**src/rtl/writeback_unit_pkg.sv**
```systemverilog
// Shared definitions for the writeback stage: load funct3 codes and FSM state type.
package wb_pkg;

   localparam logic [2:0] F3_LB  = 3'b000;
   localparam logic [2:0] F3_LH  = 3'b001;
   localparam logic [2:0] F3_LW  = 3'b010;
   localparam logic [2:0] F3_LBU = 3'b100;
   localparam logic [2:0] F3_LHU = 3'b101;

   typedef enum logic {WB_NORMAL, WB_FORCE} wb_state_t;

endpackage

```
**src/rtl/writeback_unit_if.sv**
```systemverilog
// Bus bundle for the writeback stage: pipeline result, LLU handshake and register-file write port.
interface writeback_unit_if #(
   parameter int XLEN       = 32,
   parameter int REG_ADDR_W = 5
);
   logic                  pipe_valid;
   logic [REG_ADDR_W-1:0] pipe_rd;
   logic [XLEN-1:0]       pipe_result;
   logic                  pipe_is_load;
   logic [2:0]            pipe_funct3;
   logic [1:0]            pipe_addr_lo;
   logic                  llu_valid;
   logic [REG_ADDR_W-1:0] llu_rd;
   logic [XLEN-1:0]       llu_data;
   logic                  llu_ready;
   logic                  stall_req;
   logic                  write_enable;
   logic [REG_ADDR_W-1:0] write_reg_addr;
   logic [XLEN-1:0]       write_data;
   logic                  load_err;

   modport slave (
      input  pipe_valid, pipe_rd, pipe_result, pipe_is_load, pipe_funct3, pipe_addr_lo,
      input  llu_valid, llu_rd, llu_data,
      output llu_ready, stall_req, write_enable, write_reg_addr, write_data, load_err
   );

   modport master (
      output pipe_valid, pipe_rd, pipe_result, pipe_is_load, pipe_funct3, pipe_addr_lo,
      output llu_valid, llu_rd, llu_data,
      input  llu_ready, stall_req, write_enable, write_reg_addr, write_data, load_err
   );
endinterface

```
**src/rtl/writeback_unit_load_aligner.sv**
```systemverilog
// Combinational load-data aligner: selects byte/half lane, extends, and flags misaligned or illegal loads.
module load_aligner
   import wb_pkg::*;
#(
   parameter int XLEN = 32
) (
   input  logic [XLEN-1:0] data,
   input  logic [2:0]      funct3,
   input  logic [1:0]      addr_lo,
   output logic [XLEN-1:0] aligned,
   output logic            err
);

   logic [4:0]  byte_sh;
   logic [7:0]  byte_v;
   logic [15:0] half_v;

   assign byte_sh = {addr_lo, 3'b000};
   assign byte_v  = data[byte_sh +: 8];
   assign half_v  = addr_lo[1] ? data[31:16] : data[15:0];

   always_comb begin
      aligned = '0;
      err     = 1'b0;
      case (funct3)
         F3_LB:  aligned = {{(XLEN-8){byte_v[7]}}, byte_v};
         F3_LBU: aligned = {{(XLEN-8){1'b0}}, byte_v};
         F3_LH: begin
            aligned = {{(XLEN-16){half_v[15]}}, half_v};
            err     = addr_lo[0];
         end
         F3_LHU: begin
            aligned = {{(XLEN-16){1'b0}}, half_v};
            err     = addr_lo[0];
         end
         F3_LW: begin
            aligned = data;
            err     = (addr_lo != 2'b00);
         end
         default: err = 1'b1;
      endcase
   end

endmodule

```
**src/rtl/writeback_unit.sv**
```systemverilog
// Writeback stage: merges pipeline and LLU results onto the register-file write port,
// forcing a pipeline stall when the LLU has been blocked for STARVE_LIMIT cycles.
//
// state     | meaning
// WB_NORMAL | pipeline has priority; LLU accepted only on idle pipe cycles
// WB_FORCE  | pipeline frozen (stall_req=1); LLU result accepted unconditionally
module writeback_unit
   import wb_pkg::*;
#(
   parameter int XLEN         = 32,
   parameter int REG_ADDR_W   = 5,
   parameter int STARVE_LIMIT = 4
) (
   input  logic               clk,
   input  logic               reset,
   writeback_unit_if.slave    bus
);

   localparam int CNT_W = $clog2(STARVE_LIMIT + 1);
   localparam logic [CNT_W-1:0] CNT_LAST = CNT_W'(STARVE_LIMIT - 1);

   wb_state_t             state;
   logic [CNT_W-1:0]      starve_cnt;
   logic                  we_q;
   logic [REG_ADDR_W-1:0] addr_q;
   logic [XLEN-1:0]       data_q;
   logic                  load_err_q;

   logic [XLEN-1:0]       aligned;
   logic                  align_err;
   logic                  llu_ready;
   logic                  pipe_take;
   logic                  llu_take;
   logic [XLEN-1:0]       pipe_data;
   logic                  pipe_err;

   load_aligner #(.XLEN(XLEN)) u_aligner (
      .data    (bus.pipe_result),
      .funct3  (bus.pipe_funct3),
      .addr_lo (bus.pipe_addr_lo),
      .aligned (aligned),
      .err     (align_err)
   );

   assign llu_ready = (state == WB_FORCE) || !bus.pipe_valid;
   assign pipe_take = (state == WB_NORMAL) && bus.pipe_valid;
   assign llu_take  = bus.llu_valid && llu_ready;
   assign pipe_data = bus.pipe_is_load ? aligned : bus.pipe_result;
   assign pipe_err  = bus.pipe_is_load && align_err;

   always_ff @(posedge clk or negedge reset) begin
      if (!reset) begin
         state      <= WB_NORMAL;
         starve_cnt <= '0;
         we_q       <= 1'b0;
         addr_q     <= '0;
         data_q     <= '0;
         load_err_q <= 1'b0;
      end else begin
         we_q       <= 1'b0;
         load_err_q <= 1'b0;
         // x0 writes are consumed but never strobed; addr/data only move on a real write
         if (pipe_take) begin
            if (pipe_err) begin
               load_err_q <= 1'b1;
            end else if (bus.pipe_rd != '0) begin
               we_q   <= 1'b1;
               addr_q <= bus.pipe_rd;
               data_q <= pipe_data;
            end
         end else if (llu_take && (bus.llu_rd != '0)) begin
            we_q   <= 1'b1;
            addr_q <= bus.llu_rd;
            data_q <= bus.llu_data;
         end

         case (state)
            WB_NORMAL: begin
               if (bus.llu_valid && !llu_ready) begin
                  starve_cnt <= starve_cnt + 1'b1;
                  if (starve_cnt == CNT_LAST) state <= WB_FORCE;
               end else begin
                  starve_cnt <= '0;
               end
            end
            WB_FORCE: begin
               state      <= WB_NORMAL;
               starve_cnt <= '0;
            end
            default: begin
               state      <= WB_NORMAL;
               starve_cnt <= '0;
            end
         endcase
      end
   end

   assign bus.llu_ready      = llu_ready;
   assign bus.stall_req      = (state == WB_FORCE);
   assign bus.write_enable   = we_q;
   assign bus.write_reg_addr = addr_q;
   assign bus.write_data     = data_q;
   assign bus.load_err       = load_err_q;

endmodule

```
**src/flat_wrapper.sv**
```systemverilog
// flat-port wrapper written by rule: the top's interface ports become plain ports
module writeback_unit_flat import wb_pkg::*;
#(
   parameter int XLEN         = 32,
   parameter int REG_ADDR_W   = 5,
   parameter int STARVE_LIMIT = 4
)
  (clk, reset, bus_pipe_valid, bus_pipe_rd, bus_pipe_result, bus_pipe_is_load, bus_pipe_funct3, bus_pipe_addr_lo, bus_llu_valid, bus_llu_rd, bus_llu_data, bus_llu_ready, bus_stall_req, bus_write_enable, bus_write_reg_addr, bus_write_data, bus_load_err);
  writeback_unit_if #(.XLEN(XLEN), .REG_ADDR_W(REG_ADDR_W)) bus_i ();
  input  logic clk;
  input  logic reset;
  input wire logic [$bits(bus_i.pipe_valid)-1:0] bus_pipe_valid;
  input wire logic [$bits(bus_i.pipe_rd)-1:0] bus_pipe_rd;
  input wire logic [$bits(bus_i.pipe_result)-1:0] bus_pipe_result;
  input wire logic [$bits(bus_i.pipe_is_load)-1:0] bus_pipe_is_load;
  input wire logic [$bits(bus_i.pipe_funct3)-1:0] bus_pipe_funct3;
  input wire logic [$bits(bus_i.pipe_addr_lo)-1:0] bus_pipe_addr_lo;
  input wire logic [$bits(bus_i.llu_valid)-1:0] bus_llu_valid;
  input wire logic [$bits(bus_i.llu_rd)-1:0] bus_llu_rd;
  input wire logic [$bits(bus_i.llu_data)-1:0] bus_llu_data;
  output wire logic [$bits(bus_i.llu_ready)-1:0] bus_llu_ready;
  output wire logic [$bits(bus_i.stall_req)-1:0] bus_stall_req;
  output wire logic [$bits(bus_i.write_enable)-1:0] bus_write_enable;
  output wire logic [$bits(bus_i.write_reg_addr)-1:0] bus_write_reg_addr;
  output wire logic [$bits(bus_i.write_data)-1:0] bus_write_data;
  output wire logic [$bits(bus_i.load_err)-1:0] bus_load_err;
  assign bus_i.pipe_valid = bus_pipe_valid;
  assign bus_i.pipe_rd = bus_pipe_rd;
  assign bus_i.pipe_result = bus_pipe_result;
  assign bus_i.pipe_is_load = bus_pipe_is_load;
  assign bus_i.pipe_funct3 = bus_pipe_funct3;
  assign bus_i.pipe_addr_lo = bus_pipe_addr_lo;
  assign bus_i.llu_valid = bus_llu_valid;
  assign bus_i.llu_rd = bus_llu_rd;
  assign bus_i.llu_data = bus_llu_data;
  assign bus_llu_ready = bus_i.llu_ready;
  assign bus_stall_req = bus_i.stall_req;
  assign bus_write_enable = bus_i.write_enable;
  assign bus_write_reg_addr = bus_i.write_reg_addr;
  assign bus_write_data = bus_i.write_data;
  assign bus_load_err = bus_i.load_err;
  writeback_unit #(.XLEN(XLEN), .REG_ADDR_W(REG_ADDR_W), .STARVE_LIMIT(STARVE_LIMIT)) u_core (.clk(clk), .reset(reset), .bus(bus_i));
endmodule
```
**config.mk**
```make
export PLATFORM = sky130hd
export DESIGN_NAME = writeback_unit_flat
export DESIGN_NICKNAME = d
export VERILOG_FILES = /design/src/rtl/writeback_unit_pkg.sv /design/src/rtl/writeback_unit_if.sv /design/src/rtl/writeback_unit_load_aligner.sv /design/src/rtl/writeback_unit.sv /design/src/flat_wrapper.sv
export SDC_FILE = /design/constraint.sdc
export NUM_CORES = 1
export LEC_CHECK = 0
export ABC_AREA = 1
export CORE_UTILIZATION = 28
export DETAILED_ROUTE_END_ITERATION = 10
export PLACE_DENSITY = 0.59
export SETUP_SLACK_MARGIN = 0.4
export SLEW_MARGIN = 25
export SYNTH_ARGS = -nofsm -noshare
export SYNTH_HDL_FRONTEND = slang
export SYNTH_SLANG_ARGS = --single-unit
```
**constraint.sdc**
```tcl
create_clock -name clk -period 2 [get_ports clk]
set_input_delay 0.4 -clock clk [delete_from_list [all_inputs] [get_ports clk]]
set_output_delay 0.4 -clock clk [all_outputs]
set_load 0.01 [all_outputs]
```
# After elaboration in Yosys (flattened, before gate mapping)
# Index checks and enable logic that the tools add are counted.
word_totals:
  inputBits: 84
  out_inout_bits: 41
  register_bits: 43
  elab_cells: 55
op_classes:
  bitwise: 1
  add_sub_neg: 1
  shifts: 1
  eq_ne: 7
  reduce_logical: 16
  mux: 23
op_table:
  columns: ["op", "count"]
  rows:
  - ["$mux 32", 5]
  - ["$pmux 32 s5", 1]
  - ["$shiftx 32x6->8", 1]
  - ["$mux 5", 4]
  - ["$mux 16", 1]
  - ["$reduce_bool 5->1", 2]
  - ["$mux 1", 8]
  - ["$eq 3x2->1 const B", 2]
  - ["$eq 3x3->1 const B", 2]
  - ["$pmux 3 s2", 1]
  - ["$logic_and 1x1->1", 5]
  - ["$ne 2x2->1 const B", 2]
  - ["$reduce_bool 2->1", 2]
  - ["$reduce_or 2->1", 2]
  - ["$add 3x1->3 const B", 1]
  - ["$eq 3x1->1 const B", 1]
  - ["$logic_not 3->1", 1]
  - ["$mux 3", 1]
  - ["$pmux 1 s3", 1]
  - ["$reduce_and 3->1", 1]
  - ["$logic_not 1->1", 2]
  - ["$pmux 1 s2", 1]
  - ["$logic_or 1x1->1", 1]
  - ["$not 1->1", 1]

# Longest topological paths before layout
# Gate-level depths: netlist (run 1).
logic_depth:
  ltp_word: 6
  ltp_mapped: 13
  depth_no_buf: 11

# Cells and area by module
# From an unflattened synthesis (run 1), not the netlist that was laid out.
unflattened:
  hier_cells: 598
  hier_area_um2: 3579.7
modules_own_cells:
  columns: ["mod", "cells_per_inst", "area_per_inst_um2", "seq_area_each_um2", "n_inst"]
  rows:
  - ["writeback_unit", 385, 2610.0, 1076.0, 1]
  - ["load_aligner", 213, 969.7, 0.0, 1]

# Worst setup path before layout (run 1)
# OpenSTA, ideal clock, no wires.
synth_timing:
  path_type: "input -> register"
  startpoint: "in bus_pipe_valid"
  endpoint: "reg u_core.data_q[17], in the netlist u_core.bus.write_data[17]"
  t_arrival_ps: 1401
  required_ps: 1883
  path_buffers: 3
  stages: 9
  slack_ps: 482
  setup_time_ps: 117
  cell_sequence: "inv_1 -> or2_1 -> clkbuf_1 -> inv_1 -> buf_2 -> buf_2 -> or2_2 -> nand3_2 -> nand2_1"
synth_via:
  elab_chain_cells: 6
  elab_cells_between_ends: 10
  classes_between: "eq/ne (2); mux (1); reduce/logical (7)"
synth_lines:
  columns: ["item", "line", "source"]
  rows:
  - ["start, declared", "flat_wrapper.sv:12", "input wire logic [$bits(bus_i.pipe_valid)-1:0] bus_pipe_valid;"]
  - ["$logic_not 1->1", "writeback_unit.sv:45", "assign llu_ready = (state == WB_FORCE) || !bus.pipe_valid;"]
  - ["$logic_or 1x1->1", "writeback_unit.sv:45", null]
  - ["$logic_and 1x1->1", "writeback_unit.sv:47", "assign llu_take = bus.llu_valid && llu_ready;"]
  - ["$logic_and 1x1->1", "writeback_unit.sv:71", "end else if (llu_take && (bus.llu_rd != '0)) begin"]
  - ["$reduce_bool 2->1 (no source line)", null, null]
  - ["$reduce_and 3->1 (no source line)", null, null]
  - ["end signal, assigned", "writeback_unit.sv:69", "data_q <= pipe_data;"]
  - ["end signal, assigned", "writeback_unit.sv:74", "data_q <= bus.llu_data;"]
  - ["end, declared", "writeback_unit.sv:26", "logic [XLEN-1:0] data_q;"]
# Several ways; a longest one is shown, not always the timed one.
# A chain may end at the register's enable or synchronous reset.

# Final worst setup path (run 1)
layout_timing:
  startpoint: "reg u_core.state, in the netlist u_core.bus.stall_req"
  endpoint: "reg u_core.data_q[25], in the netlist u_core.bus.write_data[25]"
layout_via:
  elab_chain_cells: 5
  elab_cells_between_ends: 10
  classes_between: "eq/ne (2); mux (1); bitwise (1); reduce/logical (6)"
layout_lines:
  columns: ["item", "line", "source"]
  rows:
  - ["start, declared", "writeback_unit.sv:22", "wb_state_t state;"]
  - ["start signal, assigned", "writeback_unit.sv:53", "state <= WB_NORMAL;"]
  - ["start signal, assigned", "writeback_unit.sv:81", "if (starve_cnt == CNT_LAST) state <= WB_FORCE;"]
  - ["start signal, assigned", "writeback_unit.sv:87", "state <= WB_NORMAL;"]
  - ["$logic_or 1x1->1", "writeback_unit.sv:45", null]
  - ["$logic_and 1x1->1", "writeback_unit.sv:47", null]
  - ["$logic_and 1x1->1", "writeback_unit.sv:71", null]
  - ["$reduce_bool 2->1 (no source line)", null, null]
  - ["$reduce_and 3->1 (no source line)", null, null]
# Several ways; a longest one is shown, not always the timed one.

==> impl_metrics.toml, run 1 <==
[critical_path]
path_class = "reg -> reg"
cp_data_required_time_ns = 2.18
worstSetupEndpointType = "flop"
cp_max_fo = 8
crit_arrival_ns = 1.83
cp-start-kind = "flop"

[logic_synthesis]
syn_avg_cell_area_um2 = 5.94
synth_area_leaders = "nand2_1, dfrtp_1, or2_2, nand3_1, a21oi_1"
syn_nets = 654
synth_area_mm2 = 0.00337
synth.top_cell.area_share_pct = 35.5
synth.distinct_cells = 22
syn_inst = 568
yosysTopAreaCell = "nand2_1"
ys_ff_latch = 43
ys_warn_count = 0
seq_area_frac_synth_pct = 31.9

[die]
die_w_um = 112
die_h_um = 112
die-area_mm2 = 0.0125
core.rowCount = 39
start_util_pct = 29.2
ios = 125
core_area_mm2 = 0.0116

[global_route]
grt.met1_usage_pct = 26.2
busiest_layer = "met2"
grt_overflow = 0
grt_util_met3_pct = 3.76
met2_usage_pct = 35.4
grtUsageTotal_pct = 20.7
grt_pass1_wl_um = 20500
grt_max_degree = 44
antenna_found_initial = 0
grt_pass1_vias = 3996

[outcome]
violations = "design-rule violations"
status = "finished with violations"

[power_and_ir_drop]
ir_drop_v = 0.000301
total_power_uw = 3270
power_density_mw_per_mm2 = 572
power.leakage_uw = 0.00329

[clocking]
cts_max_path_buffers = 2
h-tree-depth = 2
clk_pin_slew_ns = 0.07
cts.sinks = 43
cts_tree = "yes"
clk_latency_ns = 0.29
holdBufCountCts = 0
cts-buffers-inserted = 5
root_buffer = "clkbuf_16"

[cells_and_area]
area.growth.synth_to_final_pct = 69.6
drive_gt1_share_pct = 23.8
nNetsFinal = 805
n_antenna_cell = 0
fillCellCount = 1161

[route]
avgRoutedWirePerCell_um = 15.0
vias = 4001
via_per_inst = 4.64
drtIter0Drc = 277
antenna_left = 0
drtPass1Iterations = 8
drt-total-wl_um = 12900
drc_errors = 7

[sta]
max_freq_mhz = 607
maxSlewHeadroom_pct = 61.2
fin_ws_ns = 0.353
final_max_slew_viol_count = 0
finalSetupTns_ns = 0
period_needed_ns = 1.65
hold_viol = 0
timing.hold.ws_ns = 0.192
fin_skew_ns = 0.00284
timing.final.crit_share_pct = 82.3
tightest_slew_ns = 0.582
rsz0062_at_grt = "true"
finalSetupViolCount = 0

[worst_hold_path]
hold_class = "in -> async"

[placement]
port_buffers = 124
place_ws_ns = -0.289
gp_congestion = 0.901
dp_hpwl_um = 8570

[job]
cap_violations = 0
==> layer usage <==
metal | vias to the layer above | share of wire [%]
li1 | 2033 | -
met1 | 1807 | 42
met2 | 140 | 49
met3 | 21 | 6.6
met4 | 0 | 2.2
met5 | - | 0
==> per-stage QoR <==
step                std cells  util, %  cell area (um^2)
finish                    863     49.5              5720
global route              863     49.5              5720
CTS                       855     47.0              5440
detailed placement        833     42.3              4890
global placement          833     42.3              4890
floorplan                 568        -              3370
==> final timing paths <==
kind | start | to | slack, ns | depth (start not counted)
worst max register to register | u_core.bus.stall_req$_DFF_PN0_ | u_core.bus.write_data[25]$_DFFE_PN0P_ | 0.35 | 10
worst min register to register | u_core.starve_cnt[0]$_DFF_PN0_ | u_core.starve_cnt[0]$_DFF_PN0_ | 0.45 | 1
max in group asynchronous | reset | u_core.bus.write_data[18]$_DFFE_PN0P_ | 1.41 | 2
min in group clk | u_core.starve_cnt[0]$_DFF_PN0_ | u_core.starve_cnt[0]$_DFF_PN0_ | 0.45 | 1
worst min-delay path | reset | u_core.bus.write_data[22]$_DFFE_PN0P_ | 0.19 | 2
worst max-delay path | u_core.bus.stall_req$_DFF_PN0_ | u_core.bus.write_data[25]$_DFFE_PN0P_ | 0.35 | 10
==> layout make-up <==
type / instances / area [um^2] / share of cell area (%)
Clock buffer: 5 / 125 / 2.19
Clock inverter: 3 / 23.8 / 0.416
Inverter: 41 / 170 / 2.97
Multi-Input combinational cell: 452 / 2240 / 39.1
Sequential cell: 43 / 1080 / 18.8
Tap cell: 143 / 179 / 3.13
Timing Repair Buffer: 176 / 1910 / 33.4
==> where the power goes <==
| group | internal (uW) | switching (uW) |
|---|---|---|
| clock | 468 | 390 |
| combinational | 687 | 627 |
| sequential | 994 | 108 |
| total | 2150 | 1120 |
==> cells by family after synthesis <==
group | Yosys count | share of synthesized area [%]
AND/OR/NAND/NOR | 414 | 52.2
buffers and inverters | 73 | 9.76
flip-flops | 43 | 31.9
AO/OA/AOI/OAI | 36 | 5.34
adder cells (fa/ha/maj) | 2 | 0.742
==> layout by cell type, fill, tap and decap left out <==
master           synthesis  routed
nand3_1                 37      36
o21ai_0                  1       1
inv_2                    3       3
a21oi_2                  0       1
buf_16                   0       8
dlygate4sd2_1            0      21
nand2_2                  1      35
buf_12                   0       5
nor2_4                   1       1
a21oi_1                 35      33
nor2_1                  10       9
nor3_4                   0       1
or2_4                    0       1
nor3_1                   2       1
inv_1                   37      37
buf_2                   12       2
dlymetal6s2s_1           0      27
inv_6                    0       1
or2_2                   33      33
nand3_2                  9      10
buf_6                    3       6
buf_4                    4      33
a21oi_4                  0       1
ha_1                     2       2
nor2_2                   0       1
clkinvlp_4               0       2
inv_16                   0       1
dfrtp_1                 43      43
clkdlybuf4s50_1          0      74
clkbuf_16                0       5
nand2_4                  1      21
nand2_1                319     265
==> synthesized netlist by cell type <==
| master | instances |
|---|---|
| nand2_1 | 319 |
| dfrtp_1 | 43 |
| inv_1 | 37 |
| nand3_1 | 37 |
| a21oi_1 | 35 |
| or2_2 | 33 |
| buf_2 | 12 |
| nor2_1 | 10 |
| nand3_2 | 9 |
| clkbuf_1 | 8 |
| buf_1 | 5 |
| buf_4 | 4 |
| buf_6 | 3 |
| inv_2 | 3 |
| ha_1 | 2 |
| nor3_1 | 2 |
| inv_4 | 1 |
| nand2_2 | 1 |
| nand2_4 | 1 |
| nor2_4 | 1 |
| o21ai_0 | 1 |
| or2_1 | 1 |
==> critical path, cell delays in order, from the launching register on <==
cell	delay, ns
dfrtp_1	0.38
or2_4	0.25
buf_6	0.13
a21oi_4	0.15
nand2_2	0.09
nand2_4	0.08
buf_6	0.14
inv_16	0.07
buf_12	0.15
nand2_2	0.05
nand2_1	0.05
==> flip-flops by register name, indices dropped and copies added (netlist names) <==
| name | flops |
|---|---|
| u_core.bus.write_data | 32 |
| u_core.bus.write_reg_addr | 5 |
| u_core.starve_cnt | 3 |
| u_core.bus.load_err | 1 |
| u_core.bus.stall_req | 1 |
| u_core.bus.write_enable | 1 |
==> timing repair <==
action	in CTS	in global routing
resized for setup	85	68
setup buffers	5	8
pin swaps	36	8
setup endpoints to repair	55	68
gates cloned	9	0
No activity file was read; power rests on OpenSTA's default activity.
==> run 2, diff against run 1 <==
- PLACE_DENSITY: 0.59 -> 0.61
- clock period: 2 -> 1.4 ns (I/O delays scaled with it)
==> impl_metrics.toml, run 2 (synthesized netlist as in run 1, its figures left out) <==
[cells_and_area]
area.growth.synth_to_final_pct = 74.5
largest_reg_flops = 32
drive_gt1_share_pct = 30.9
multi_input_area_mm2 = 0.00209
fillCellCount = 1137
stdcell_area_mm2 = 0.00588
layout_common_cells = "nand2_1, clkdlybuf4s50_1, buf_4"
nNetsFinal = 856
layout_commonest_cell = "nand2_1"
n_antenna_cell = 0
regArea_mm2 = 0.00108

[sta]
period_needed_ns = 1.65
rsz0062_at_grt = "true"
timing.hold.ws_ns = 0.461
fin_ws_ns = -0.247
max_freq_mhz = 607
fin_skew_ns = 0.00452
finalSetupTns_ns = -8.33
finalSetupViolCount = 39
timing.final.crit_share_pct = 118
hold_viol = 0
tightest_slew_ns = 0.457
final_max_slew_viol_count = 0
maxSlewHeadroom_pct = 69.4

[placement]
place_ws_ns = -0.736
postPlaceCellArea_mm2 = 0.00513
port_buffers = 124
dp_hpwl_um = 8650
gp_congestion = 0.854

[power_and_ir_drop]
p_comb_share_pct = 41.3
p_clk_share_pct = 26.0
cellInternalPower_uw = 3100
swShare_pct = 33.4
total_power_uw = 4660
power.leakage_uw = 0.00317
ir_drop_v = 0.000470
power_density_mw_per_mm2 = 792
p_seq_share_pct = 32.6
p_switching_uw = 1550

[route]
vias = 4181
avgRoutedWirePerCell_um = 14.6
drtPass1Iterations = 7
drtIter0Drc = 265
drc_errors = 6
antenna_left = 0
via_per_inst = 4.57
drt-total-wl_um = 13400

[die]
core.rowCount = 39
ios = 125
die_w_um = 112
start_util_pct = 29.2
die-area_mm2 = 0.0125
core_area_mm2 = 0.0116
die_h_um = 112

[clocking]
clk_pin_slew_ns = 0.07
h-tree-depth = 2
root_buffer = "clkbuf_16"
clk_latency_ns = 0.29
cts-buffers-inserted = 5
cts_tree = "yes"
cts.sinks = 43
cts_max_path_buffers = 2

[critical_path]
crit_arrival_ns = 1.83
path_class = "reg -> reg"
r2r-start = "u_core.bus.stall_req$_DFF_PN0_"
cp-endpoint = "u_core.bus.write_data[6]$_DFFE_PN0P_"
worstSetupEndpointType = "flop"
slowest_delay_ns = 0.39
path_cells = "or2_4 > buf_12 > a21oi_4 > nand2_2 > nand2_4 > buf_12 > inv_8 > nand2_1 > nand2_1"
cp-start-kind = "flop"
cp_max_fo = 18
crit_start = "u_core.bus.stall_req$_DFF_PN0_"
r2r-end = "u_core.bus.write_data[6]$_DFFE_PN0P_"
cp_data_required_time_ns = 1.58
r2r_setup_slack_ns = -0.25
r2r_cells = 9
cp_slowest_cell = "dfrtp_1"

[global_route]
grtUsageTotal_pct = 21.1
grt_pass1_vias = 4082
antenna_found_initial = 0
grt_pass1_wl_um = 20700
grt_max_degree = 44
grt_overflow = 0

[worst_hold_path]
min-delay-start = "u_core.starve_cnt[0]$_DFF_PN0_"
hold_class = "reg -> reg"

[job]
cap_violations = 0

[outcome]
status = "finished with violations"
violations = "design-rule violations, negative setup slack"
run 2: worst min-delay path by stage:
stage / cells after the start / slack [ns] / endpoint
floorplan: 0 / -0.02 / u_core.bus.load_err$_DFF_PN0_
finish: 1 / 0.46 / u_core.starve_cnt[0]$_DFF_PN0_
global route: 1 / 0.48 / u_core.starve_cnt[0]$_DFF_PN0_
CTS: 1 / 0.46 / u_core.starve_cnt[0]$_DFF_PN0_
detailed placement: 2 / 0.28 / u_core.bus.write_data[7]$_DFFE_PN0P_
global placement: 2 / 0.27 / u_core.bus.write_data[7]$_DFFE_PN0P_
run 2: cell type report:
class                      instances  share of cell area, %
inverter                          41                   3.36
multi-input combinational        452                   35.6
timing repair inverter             3                  0.574
sequential                        43                   18.3
timing repair buffer             224                   36.6
clock inverter                     3                  0.404
clock buffer                       5                   2.13
tap                              143                   3.04
run 2: critical path: cells and delay by family, from the launching register on:
kind            cells  cell delay, ns
buf+inv             3            0.41
compound gates      1            0.14
simple gates        5            0.58
flops               1            0.39
run 2: per-stage QoR:
stage	util, %	cells
after global placement	44.3	852
after detailed placement	44.3	852
after CTS	49.1	899
after floorplan	-	568
after global routing	50.9	914
final	50.9	914
run 2: what timing repair did:
item,4_1_cts,5_1_grt
buffers inserted,30,13
pin swaps,10,11
hold buffers,1,0
endpoints found under the hold margin,43,0
cloned,8,2
setup endpoints to repair,84,84
resized for setup,235,29
run 2: power groups by stage:
stage          Combinational [uW]  Sequential (uW)  Clock [uW]
3_5_place_dp                 1620             1540           0
5_1_grt                      2090             1540        1300
2_1_floorplan                 633             1620           0
3_3_place_gp                 1590             1550           0
6_report                     1930             1520        1210
4_1_cts                      1800             1520        1260
run 2: metal layers:
layer	share of wire [%]	wire (um)	vias up	GRT usage (%)
met5	0	0	-	0
met4	2.6	349	0	7.48
met3	6.8	907	25	4.19
met2	49	6560	149	36.9
met1	41	5550	1869	25.5
li1	-	-	2138	-
